--- src/rtl/pipeline_trace_buffer_if.sv ---
// Trace output stream of pipeline_trace_buffer: one record per beat, valid/ready handshake.
// A beat transfers on a rising clock edge where trace_valid and trace_ready are both high; the
// producer keeps the payload stable while trace_valid is high and trace_ready is low.
interface pipeline_trace_buffer_if #(
  parameter int XLEN   = 32,
  parameter int MEM_AW = 6,
  parameter int CNT_W  = 16
) ();
  logic              trace_valid;
  logic              trace_ready;
  logic              trace_kind;
  logic [CNT_W-1:0]  trace_stamp;
  logic [XLEN-1:0]   trace_pc;
  logic [MEM_AW-1:0] trace_addr;
  logic [XLEN-1:0]   trace_data;

  modport master (
    output trace_valid,
    input  trace_ready,
    output trace_kind,
    output trace_stamp,
    output trace_pc,
    output trace_addr,
    output trace_data
  );

  modport slave (
    input  trace_valid,
    output trace_ready,
    input  trace_kind,
    input  trace_stamp,
    input  trace_pc,
    input  trace_addr,
    input  trace_data
  );
endinterface

--- src/rtl/pipeline_trace_buffer.sv ---
// Snoops register writebacks and stores, stamps them with a cycle count and queues them in a
// first-word-fall-through circular FIFO that drains over the trace stream interface.
module pipeline_trace_buffer #(
  parameter int XLEN   = 32,
  parameter int REG_AW = 5,
  parameter int MEM_AW = 6,
  parameter int DEPTH  = 16,
  parameter int CNT_W  = 16
) (
  input  logic                     clk,
  input  logic                     rst,
  input  logic [1:0]               cfg_en,
  input  logic                     flush,
  input  logic [XLEN-1:0]          pc,
  input  logic                     wb_en,
  input  logic [REG_AW-1:0]        wb_addr,
  input  logic [XLEN-1:0]          wb_data,
  input  logic                     st_en,
  input  logic [MEM_AW-1:0]        st_addr,
  input  logic [XLEN-1:0]          st_data,
  pipeline_trace_buffer_if.master  trace,
  output logic                     stall_req,
  output logic [CNT_W-1:0]         drop_count,
  output logic [$clog2(DEPTH):0]   level
);

  localparam int PTR_W = $clog2(DEPTH);
  localparam int LVL_W = PTR_W + 1;
  localparam logic [LVL_W-1:0] DEPTH_L = LVL_W'(DEPTH);

  typedef struct packed {
    logic              kind;
    logic [CNT_W-1:0]  stamp;
    logic [XLEN-1:0]   pc;
    logic [MEM_AW-1:0] addr;
    logic [XLEN-1:0]   data;
  } rec_t;

  rec_t             mem_q [DEPTH];
  logic [PTR_W-1:0] head_q, head_d;
  logic [PTR_W-1:0] tail_q, tail_d;
  logic [LVL_W-1:0] level_q, level_d;
  logic [CNT_W-1:0] cycle_q;
  logic [CNT_W-1:0] drop_q, drop_d;

  logic             q_st, q_wb;
  logic             push_st, push_wb;
  logic             pop;
  logic [1:0]       n_req, n_push, n_drop;
  logic [LVL_W-1:0] free;
  logic [PTR_W-1:0] wb_slot;
  logic [CNT_W:0]   drop_sum;
  rec_t             st_rec, wb_rec, head_rec;

  assign q_st  = st_en & cfg_en[1];
  assign q_wb  = wb_en & cfg_en[0] & (wb_addr != '0);
  assign n_req = {1'b0, q_st} + {1'b0, q_wb};

  // Room is judged on the pre-pop level; the store wins a single remaining slot.
  assign free = DEPTH_L - level_q;

  always_comb begin
    push_st = 1'b0;
    push_wb = 1'b0;
    if (free >= LVL_W'(2)) begin
      push_st = q_st;
      push_wb = q_wb;
    end else if (free == LVL_W'(1)) begin
      push_st = q_st;
      push_wb = q_wb & ~q_st;
    end
  end

  assign n_push  = {1'b0, push_st} + {1'b0, push_wb};
  assign n_drop  = n_req - n_push;
  assign pop     = (level_q != '0) & trace.trace_ready;
  assign wb_slot = push_st ? tail_q + PTR_W'(1) : tail_q;

  always_comb begin
    st_rec       = '0;
    st_rec.kind  = 1'b1;
    st_rec.stamp = cycle_q;
    st_rec.pc    = pc;
    st_rec.addr  = st_addr;
    st_rec.data  = st_data;
    wb_rec       = '0;
    wb_rec.kind  = 1'b0;
    wb_rec.stamp = cycle_q;
    wb_rec.pc    = pc;
    wb_rec.addr  = MEM_AW'(wb_addr);
    wb_rec.data  = wb_data;
  end

  assign drop_sum = {1'b0, drop_q} + (CNT_W + 1)'(n_drop);

  always_comb begin
    head_d  = head_q + PTR_W'(pop);
    tail_d  = tail_q + PTR_W'(n_push);
    level_d = level_q + LVL_W'(n_push) - LVL_W'(pop);
    drop_d  = drop_sum[CNT_W] ? '1 : drop_sum[CNT_W-1:0];
    if (flush) begin
      head_d  = '0;
      tail_d  = '0;
      level_d = '0;
      drop_d  = '0;
    end
  end

  always_ff @(posedge clk or negedge rst) begin
    if (!rst) begin
      head_q  <= '0;
      tail_q  <= '0;
      level_q <= '0;
      drop_q  <= '0;
      cycle_q <= '0;
    end else begin
      head_q  <= head_d;
      tail_q  <= tail_d;
      level_q <= level_d;
      drop_q  <= drop_d;
      cycle_q <= cycle_q + CNT_W'(1);
    end
  end

  // Storage is cleared on reset so the idle trace fields read as zero.
  always_ff @(posedge clk or negedge rst) begin
    if (!rst) begin
      for (int i = 0; i < DEPTH; i++) mem_q[i] <= '0;
    end else if (!flush) begin
      if (push_st) mem_q[tail_q] <= st_rec;
      if (push_wb) mem_q[wb_slot] <= wb_rec;
    end
  end

  assign head_rec          = mem_q[head_q];
  assign trace.trace_valid = (level_q != '0);
  assign trace.trace_kind  = head_rec.kind;
  assign trace.trace_stamp = head_rec.stamp;
  assign trace.trace_pc    = head_rec.pc;
  assign trace.trace_addr  = head_rec.addr;
  assign trace.trace_data  = head_rec.data;

  assign stall_req  = (level_q >= DEPTH_L - LVL_W'(1));
  assign drop_count = drop_q;
  assign level      = level_q;

endmodule

--- src/flat_wrapper.sv ---
// flat-port wrapper written by rule: the top's interface ports become plain ports
module pipeline_trace_buffer_flat 
#(
  parameter int XLEN   = 32,
  parameter int REG_AW = 5,
  parameter int MEM_AW = 6,
  parameter int DEPTH  = 16,
  parameter int CNT_W  = 16
)
  (clk, rst, cfg_en, flush, pc, wb_en, wb_addr, wb_data, st_en, st_addr, st_data, stall_req, drop_count, level, trace_trace_valid, trace_trace_ready, trace_trace_kind, trace_trace_stamp, trace_trace_pc, trace_trace_addr, trace_trace_data);
  pipeline_trace_buffer_if #(.XLEN(XLEN), .MEM_AW(MEM_AW), .CNT_W(CNT_W)) trace_i ();
  input  logic clk;
  input  logic rst;
  input  logic [1:0] cfg_en;
  input  logic flush;
  input  logic [XLEN-1:0] pc;
  input  logic wb_en;
  input  logic [REG_AW-1:0] wb_addr;
  input  logic [XLEN-1:0] wb_data;
  input  logic st_en;
  input  logic [MEM_AW-1:0] st_addr;
  input  logic [XLEN-1:0] st_data;
  output logic stall_req;
  output logic [CNT_W-1:0] drop_count;
  output logic [$clog2(DEPTH):0] level;
  output wire logic [$bits(trace_i.trace_valid)-1:0] trace_trace_valid;
  input wire logic [$bits(trace_i.trace_ready)-1:0] trace_trace_ready;
  output wire logic [$bits(trace_i.trace_kind)-1:0] trace_trace_kind;
  output wire logic [$bits(trace_i.trace_stamp)-1:0] trace_trace_stamp;
  output wire logic [$bits(trace_i.trace_pc)-1:0] trace_trace_pc;
  output wire logic [$bits(trace_i.trace_addr)-1:0] trace_trace_addr;
  output wire logic [$bits(trace_i.trace_data)-1:0] trace_trace_data;
  assign trace_trace_valid = trace_i.trace_valid;
  assign trace_i.trace_ready = trace_trace_ready;
  assign trace_trace_kind = trace_i.trace_kind;
  assign trace_trace_stamp = trace_i.trace_stamp;
  assign trace_trace_pc = trace_i.trace_pc;
  assign trace_trace_addr = trace_i.trace_addr;
  assign trace_trace_data = trace_i.trace_data;
  pipeline_trace_buffer #(.XLEN(XLEN), .REG_AW(REG_AW), .MEM_AW(MEM_AW), .DEPTH(DEPTH), .CNT_W(CNT_W)) u_core (.clk(clk), .rst(rst), .cfg_en(cfg_en), .flush(flush), .pc(pc), .wb_en(wb_en), .wb_addr(wb_addr), .wb_data(wb_data), .st_en(st_en), .st_addr(st_addr), .st_data(st_data), .trace(trace_i), .stall_req(stall_req), .drop_count(drop_count), .level(level));
endmodule
--- config.mk ---
export PLATFORM = sky130hd
export DESIGN_NAME = pipeline_trace_buffer_flat
export DESIGN_NICKNAME = d
export VERILOG_FILES = /design/src/rtl/pipeline_trace_buffer_if.sv /design/src/rtl/pipeline_trace_buffer.sv /design/src/flat_wrapper.sv
export SDC_FILE = /design/constraint.sdc
export NUM_CORES = 2
export LEC_CHECK = 0
export CORE_MARGIN = 2
export CORE_UTILIZATION = 65
export CTS_CLUSTER_SIZE = 28
export DETAILED_ROUTE_END_ITERATION = 10
export GPL_TIMING_DRIVEN = 0
export HOLD_SLACK_MARGIN = 0.15
export PLACE_DENSITY = 0.82
export SLEW_MARGIN = 20
export SYNTH_ARGS = -nofsm -noshare
export SYNTH_HDL_FRONTEND = slang
export SYNTH_SLANG_ARGS = --single-unit
export TNS_END_PERCENT = 1
--- constraint.sdc ---
create_clock -name clk -period 13.9 [get_ports clk]
set_clock_uncertainty 0.05 [all_clocks]
set_input_delay 4.17 -clock clk [delete_from_list [all_inputs] [get_ports clk]]
set_output_delay 4.17 -clock clk [all_outputs]
set_load 0.02 [all_outputs]
# [Word-level counts from Yosys, hierarchy flattened]
# Index checks and enable logic that the tools add are counted.
[op_classes] order_cmp=7 bitwise_logic=9 n_shift=0 reduce_logical=4 div_mod_pow=0 n_addsub=11 eq_ne=1 mul=0 mux=22
[ops] cell="2-to-1 mux 1392 bit" n=3
[ops] cell="bitwise mux 1392 bit" n=2
[ops] cell="demux 87 bit (select 4 bit)" n=2
[ops] cell="binary-select mux 87 bit (select 4 bit)" n=1
[ops] cell="2-to-1 mux 87 bit" n=4
[ops] cell="2-to-1 mux 16 bit" n=2
[ops] cell="adder 16 x 2 -> 17 bit" n=1
[ops] cell="adder 16 x 1 -> 16 bit (second input constant)" n=1
[ops] cell="greater-or-equal comparator 5 bit (second input constant)" n=3
[ops] cell="NOT 4 -> 5 bit" n=3
[ops] cell="2-to-1 mux 4 bit" n=3
[ops] cell="less-than comparator 5 x 1 -> 1 bit (second input constant)" n=2
[ops] cell="nonzero test 5 bit" n=2
[ops] cell="adder 5 x 2 -> 5 bit" n=1
[ops] cell="bitwise AND 1 bit" n=5
[ops] cell="== test 5 x 1 -> 1 bit (second input constant)" n=1
[ops] cell="greater-or-equal comparator 5 x 2 -> 1 bit (second input constant)" n=1
[ops] cell="greater-or-equal comparator 5 x 4 -> 1 bit (second input constant)" n=1
[ops] cell="2-to-1 mux 5 bit" n=1
[ops] cell="subtractor 5 x 1 -> 5 bit" n=1
[ops] cell="subtractor 5 bit (first input constant)" n=1
[ops] cell="adder 1 x 1 -> 2 bit" n=2
[ops] cell="adder 4 x 1 -> 4 bit" n=1
[ops] cell="adder 4 x 1 -> 4 bit (second input constant)" n=1
[ops] cell="5 further kinds" n=9
[word_totals] latchBits=0 out_inout_bits=110 mem_bits_ro=0 word_cells=139 reg_bits=1437 n_memories=0 mem_bits_rw=0 inputBits=115

# [Depth between registers and ports, before layout]
[logic_depth] word_depth=12 ltp_mapped=21 mapped_depth_nobuf=19

# [Worst setup path after synthesis]
# OpenSTA, ideal clock, no wires.
[synth_path] path_kind="input-to-reg" startpoint="in wb_addr[0]" endpoint="reg u_core.drop_q[10], in the netlist u_core.drop_count[10]" arrival_ns=7.356 required_time_ns=13.713 path_stages=12 setup_time_ns=0.137 path_slack_ns=6.357 n_path_buf=1 cell_sequence="or4_1 > o211ai_1 > a31oi_2 > clkinv_1 > fa_1 > ha_1 > ha_1 > fa_1 > nand4_1 > or3_1 > clkbuf_1 > a21oi_1"
[synth_between] elab_chain_len=10 word_cells_on_any_way=11 cone_classes="4 x add/sub; 4 x mux; 2 x bitwise; 1 x reduce/logical"
[synth_rtl] item="start: declaration" line_no="flat_wrapper.sv:18" text="input logic [REG_AW-1:0] wb_addr;"
[synth_rtl] item="nonzero test 5 bit *" line_no="pipeline_trace_buffer.sv:56" text="assign q_wb = wb_en & cfg_en[0] & (wb_addr != '0);"
[synth_rtl] item="bitwise AND 1 bit *" line_no="pipeline_trace_buffer.sv:56"
[synth_rtl] item="bitwise AND 1 bit" line_no="pipeline_trace_buffer.sv:70" text="push_wb = q_wb & ~q_st;"
[synth_rtl] item="2-to-1 mux 1 bit" line_no="pipeline_trace_buffer.sv:68" text="end else if (free == LVL_W'(1)) begin"
[synth_rtl] item="2-to-1 mux 1 bit" line_no="pipeline_trace_buffer.sv:65" text="if (free >= LVL_W'(2)) begin"
[synth_rtl] item="adder 1 x 1 -> 2 bit" line_no="pipeline_trace_buffer.sv:74" text="assign n_push = {1'b0, push_st} + {1'b0, push_wb};"
[synth_rtl] item="subtractor 2 bit *" line_no="pipeline_trace_buffer.sv:75" text="assign n_drop = n_req - n_push;"
[synth_rtl] item="adder 16 x 2 -> 17 bit *" line_no="pipeline_trace_buffer.sv:94" text="assign drop_sum = {1'b0, drop_q} + (CNT_W + 1)'(n_drop);"
[synth_rtl] item="2-to-1 mux 16 bit *" line_no="pipeline_trace_buffer.sv:100" text="drop_d = drop_sum[CNT_W] ? '1 : drop_sum[CNT_W-1:0];"
[synth_rtl] item="2-to-1 mux 16 bit *" line_no="pipeline_trace_buffer.sv:101" text="if (flush) begin"
[synth_rtl] item="named net u_core.drop_d[10]" line_no="pipeline_trace_buffer.sv:44" text="logic [CNT_W-1:0] drop_q, drop_d;"
[synth_rtl] item="end signal: assignment" line_no="pipeline_trace_buffer.sv:120" text="drop_q <= drop_d;"
[synth_rtl] item="end: declaration" line_no="pipeline_trace_buffer.sv:44"
# Mark *: on every way through the listed nets, which the timed path passes. The rest lies on a longest branch.
# A chain may end at the register's enable or synchronous reset.

# [Worst setup path after layout]
[layout_path] startpoint="in wb_addr[3]" endpoint="reg u_core.mem_q[416] in the netlist's numbering"
[layout_between] elab_chain_len=6
[layout_rtl] item="nonzero test 5 bit *" line_no="pipeline_trace_buffer.sv:56"
[layout_rtl] item="bitwise AND 1 bit *" line_no="pipeline_trace_buffer.sv:56"
[layout_rtl] item="bitwise AND 1 bit" line_no="pipeline_trace_buffer.sv:70"
[layout_rtl] item="2-to-1 mux 1 bit" line_no="pipeline_trace_buffer.sv:68"
[layout_rtl] item="2-to-1 mux 1 bit *" line_no="pipeline_trace_buffer.sv:65"
[layout_rtl] item="2-to-1 mux 1392 bit *" line_no="pipeline_trace_buffer.sv:131" text="if (push_wb) mem_q[wb_slot] <= wb_rec;"
[layout_rtl] item="end signal: indexed assignment" line_no="pipeline_trace_buffer.sv:130" text="if (push_st) mem_q[tail_q] <= st_rec;"
[layout_rtl] item="end signal: indexed assignment" line_no="pipeline_trace_buffer.sv:131"
[layout_rtl] item="end: declaration" line_no="pipeline_trace_buffer.sv:39" text="rec_t mem_q [DEPTH];"
# Every way passes the cells marked *; elsewhere a longest branch is shown, timed or not.

==> flow_metrics.tcl <==
set metrics [dict create \
    status "finished, final reports clean" \
    path_class "in -> reg" \
    cp.required_ns 14.52 \
    regToRegEndpoint "u_core.mem_q[416]" \
    viasPerCell 7.78 \
    r2r_setup_slack_ns 7.14 \
    firstDrtPassIters 10 \
    hold_depth 2 \
    synthFlopType "dfrtp_1" \
    finalNetCount 6074 \
    h-tree-depth 4 \
    instances_no_fill 7473 \
    hold_viol_final 0 \
    peakVddDrop_uv 181 \
    layout.cells.most_common "dfrtp_1" \
    async_flop_share 1.00 \
    drc_errors 0 \
    gp_congestion 1.10 \
    ys_types 85 \
    initial_core_util 0.654 \
    drt_wl_total_mm 289 \
    drtIter0Drc 10500 \
    grt_overflow 0 \
    cp.arrival_ns 10.47 \
    wl_per_cell_um 38.6 \
    worst_slew_margin_rel 0.0179 \
    dpl.hpwl_mm 194 \
    p_total_uw 13500 \
    num_rows 119 \
    fmax_ghz 0.101 \
    drv_slew 0 \
    setup_viol 0 \
    synth_edf_count 0 \
    drtAntennaViolNets 0 \
    cts_sinks 1437 \
    crit_path_end_kind "flop" \
    vias 58200 \
    post_route_cells_drive_above_1_share 0.267 \
    worst_pin_slew_ns 1.47 \
    synth_nets 5685 \
    synthCells 5540 \
    regToRegStartpoint "u_core.level[2]" \
    syn_to_final_growth_pct 14.3 \
    setup_tns_ns 0 \
    min_period_over_period 0.709 \
    worstSkewPairLatency_ns 0.79 \
    cts_resized 0 \
    cts_hold_buf 0 \
    yosys_warnings 0 \
    grt_usage 0.538 \
    rsz0062_at_grt "no" \
    period_needed_ns 9.85 \
    cp_max_fo 10 \
    grt_pass1_vias 57400 \
    fillers 6806 \
    io_buffers 206 \
    cap_violations 0 \
    r2r_cells 13 \
    core_area_sq_mm 0.105 \
    cts_tree "built" \
    ys_ff_latch 1437 \
    placedCellCount 7162 \
    netlist_area_sq_mm 0.0687 \
    p_leak_uw 0.0353 \
    synth_area_per_cell_sq_um 12.4 \
    dieArea_sq_mm 0.108 \
    holdPathEnd "u_core.mem_q[744]" \
    die_w_um 329 \
    clk_pin_slew_ns 0.06 \
    grt_max_degree 155 \
    finish.instance_area_sq_mm 0.0786 \
    cts_max_path_buffers 3 \
    root_buffer "clkbuf_16" \
    cts_buffers 151 \
    die_h_um 329 \
    post-cts-setup-buffers 0 \
    worst_hold_startpoint "u_core.mem_q[744]" \
    layout_common_cells "dfrtp_1 (1437), nand2_1 (824), mux2_2 (480)" \
    power.density_mw_per_mm2 172 \
    start_kind "input pin" \
    ios 225 \
    hold_path.class "reg -> reg" \
    antenna_found_initial 34 \
    yosysSeqAreaShare 0.523 \
    grt_pass1_wl_mm 409 \
    placed_cell_area_sq_mm 0.0732 \
]
==> cell type report <==
| cell class | count | area, sq um | share of cell area |
|---|---|---|---|
| Sequential cell | 1437 | 36000 | 0.458 |
| Clock buffer | 230 | 4500 | 0.0573 |
| Clock inverter | 40 | 589 | 0.00750 |
| Timing Repair Buffer | 236 | 2600 | 0.0331 |
| Tap cell | 1391 | 1740 | 0.0222 |
| Inverter | 75 | 282 | 0.00358 |
| Buffer | 546 | 2360 | 0.0300 |
| Antenna cell | 36 | 90.1 | 0.00115 |
| Multi-Input combinational cell | 3482 | 30400 | 0.387 |
==> how the worst max path moves through the flow <==
stage,slack (ns),endpoint,from
final,4.05,u_core.mem_q[416],wb_addr[3]
after CTS,4.52,trace_trace_stamp[0],u_core.head_q[0]
after floorplan,6.36,u_core.drop_count[10],wb_addr[0]
after global routing,4.47,u_core.mem_q[416],wb_addr[0]
after global placement,-56.41,u_core.mem_q[1091],rst
after detailed placement,3.90,u_core.mem_q[416],wb_addr[2]
==> per-stage QoR <==
step / util / setup slack [ns] / hold WS (ns)
after global placement: 0.690 / -56.41 / 0.393
after floorplan: - / 6.36 / 0.384
after global routing: 0.747 / 4.47 / 0.433
after CTS: 0.745 / 4.52 / 0.414
final: 0.747 / 4.05 / 0.415
after detailed placement: 0.697 / 3.90 / 0.400
==> layer usage <==
metal	up-vias	routed length (um)	track usage
met2	5704	117000	0.720
met5	-	785	0.0343
met3	1673	48900	0.285
li1	21400	-	-
met4	44	27200	0.387
met1	29400	95200	0.664
==> report_power, final <==
group,internal [uW],switching (uW)
registers,4840,408
clock network,2410,1800
logic,1820,2240
==> logic make-up after synthesis <==
family,count (synthesis),synth area share
flops,1437,0.523
xor+xnor,34,0.00433
mux,964,0.229
compound gates,835,0.102
buf+inv,621,0.0369
fa+ha+maj,30,0.00590
simple gates,1619,0.0984
==> flip-flops by register name, summed over array words and instances, names as in the netlist <==
signal,count
u_core.cycle_q,16
u_core.drop_count,16
u_core.head_q,4
u_core.level,5
u_core.mem_q,1392
u_core.tail_q,4
==> worst max-delay path: stages <==
cell and delay, ns:
clkdlybuf4s50_1 0.76, or4_1 0.22, o211ai_1 0.19, clkbuf_4 0.28, a31oi_2 0.50, clkinv_1 0.72, nor2_1 0.67, nand3_1 0.58
a21oi_1 1.21, buf_2 0.77, mux2_1 0.38
==> synth_stat cells, drive strengths merged, types with 7 or more instances <==
library cell / n / share of area
a211oi: 9 / 0.0011
a21o: 8 / 0.00087
a21oi: 124 / 0.0091
a221o: 64 / 0.0093
a221oi: 169 / 0.023
a222oi: 41 / 0.0060
a22oi: 24 / 0.0026
a2bb2oi: 29 / 0.0037
a311oi: 9 / 0.0011
a31oi: 8 / 0.00082
and2: 9 / 0.00082
and3: 15 / 0.0014
buf: 192 / 0.013
clkbuf: 354 / 0.019
dfrtp: 1437 / 0.52
ha: 26 / 0.0047
inv: 73 / 0.0040
mux2: 528 / 0.086
mux4: 435 / 0.14
nand2: 827 / 0.045
nand2b: 7 / 0.00064
nand3: 144 / 0.010
nand4: 13 / 0.0012
nor2: 449 / 0.025
nor2b: 26 / 0.0024
nor3: 69 / 0.0060
nor4: 8 / 0.00073
o21ai: 25 / 0.0019
o221a: 132 / 0.022
o22ai: 122 / 0.011
o2bb2ai: 8 / 0.0010
o32ai: 10 / 0.0017
or2: 32 / 0.0029
or3: 13 / 0.0012
xnor2: 24 / 0.0031
xor2: 10 / 0.0013
(Power assumes the default switching activity.)
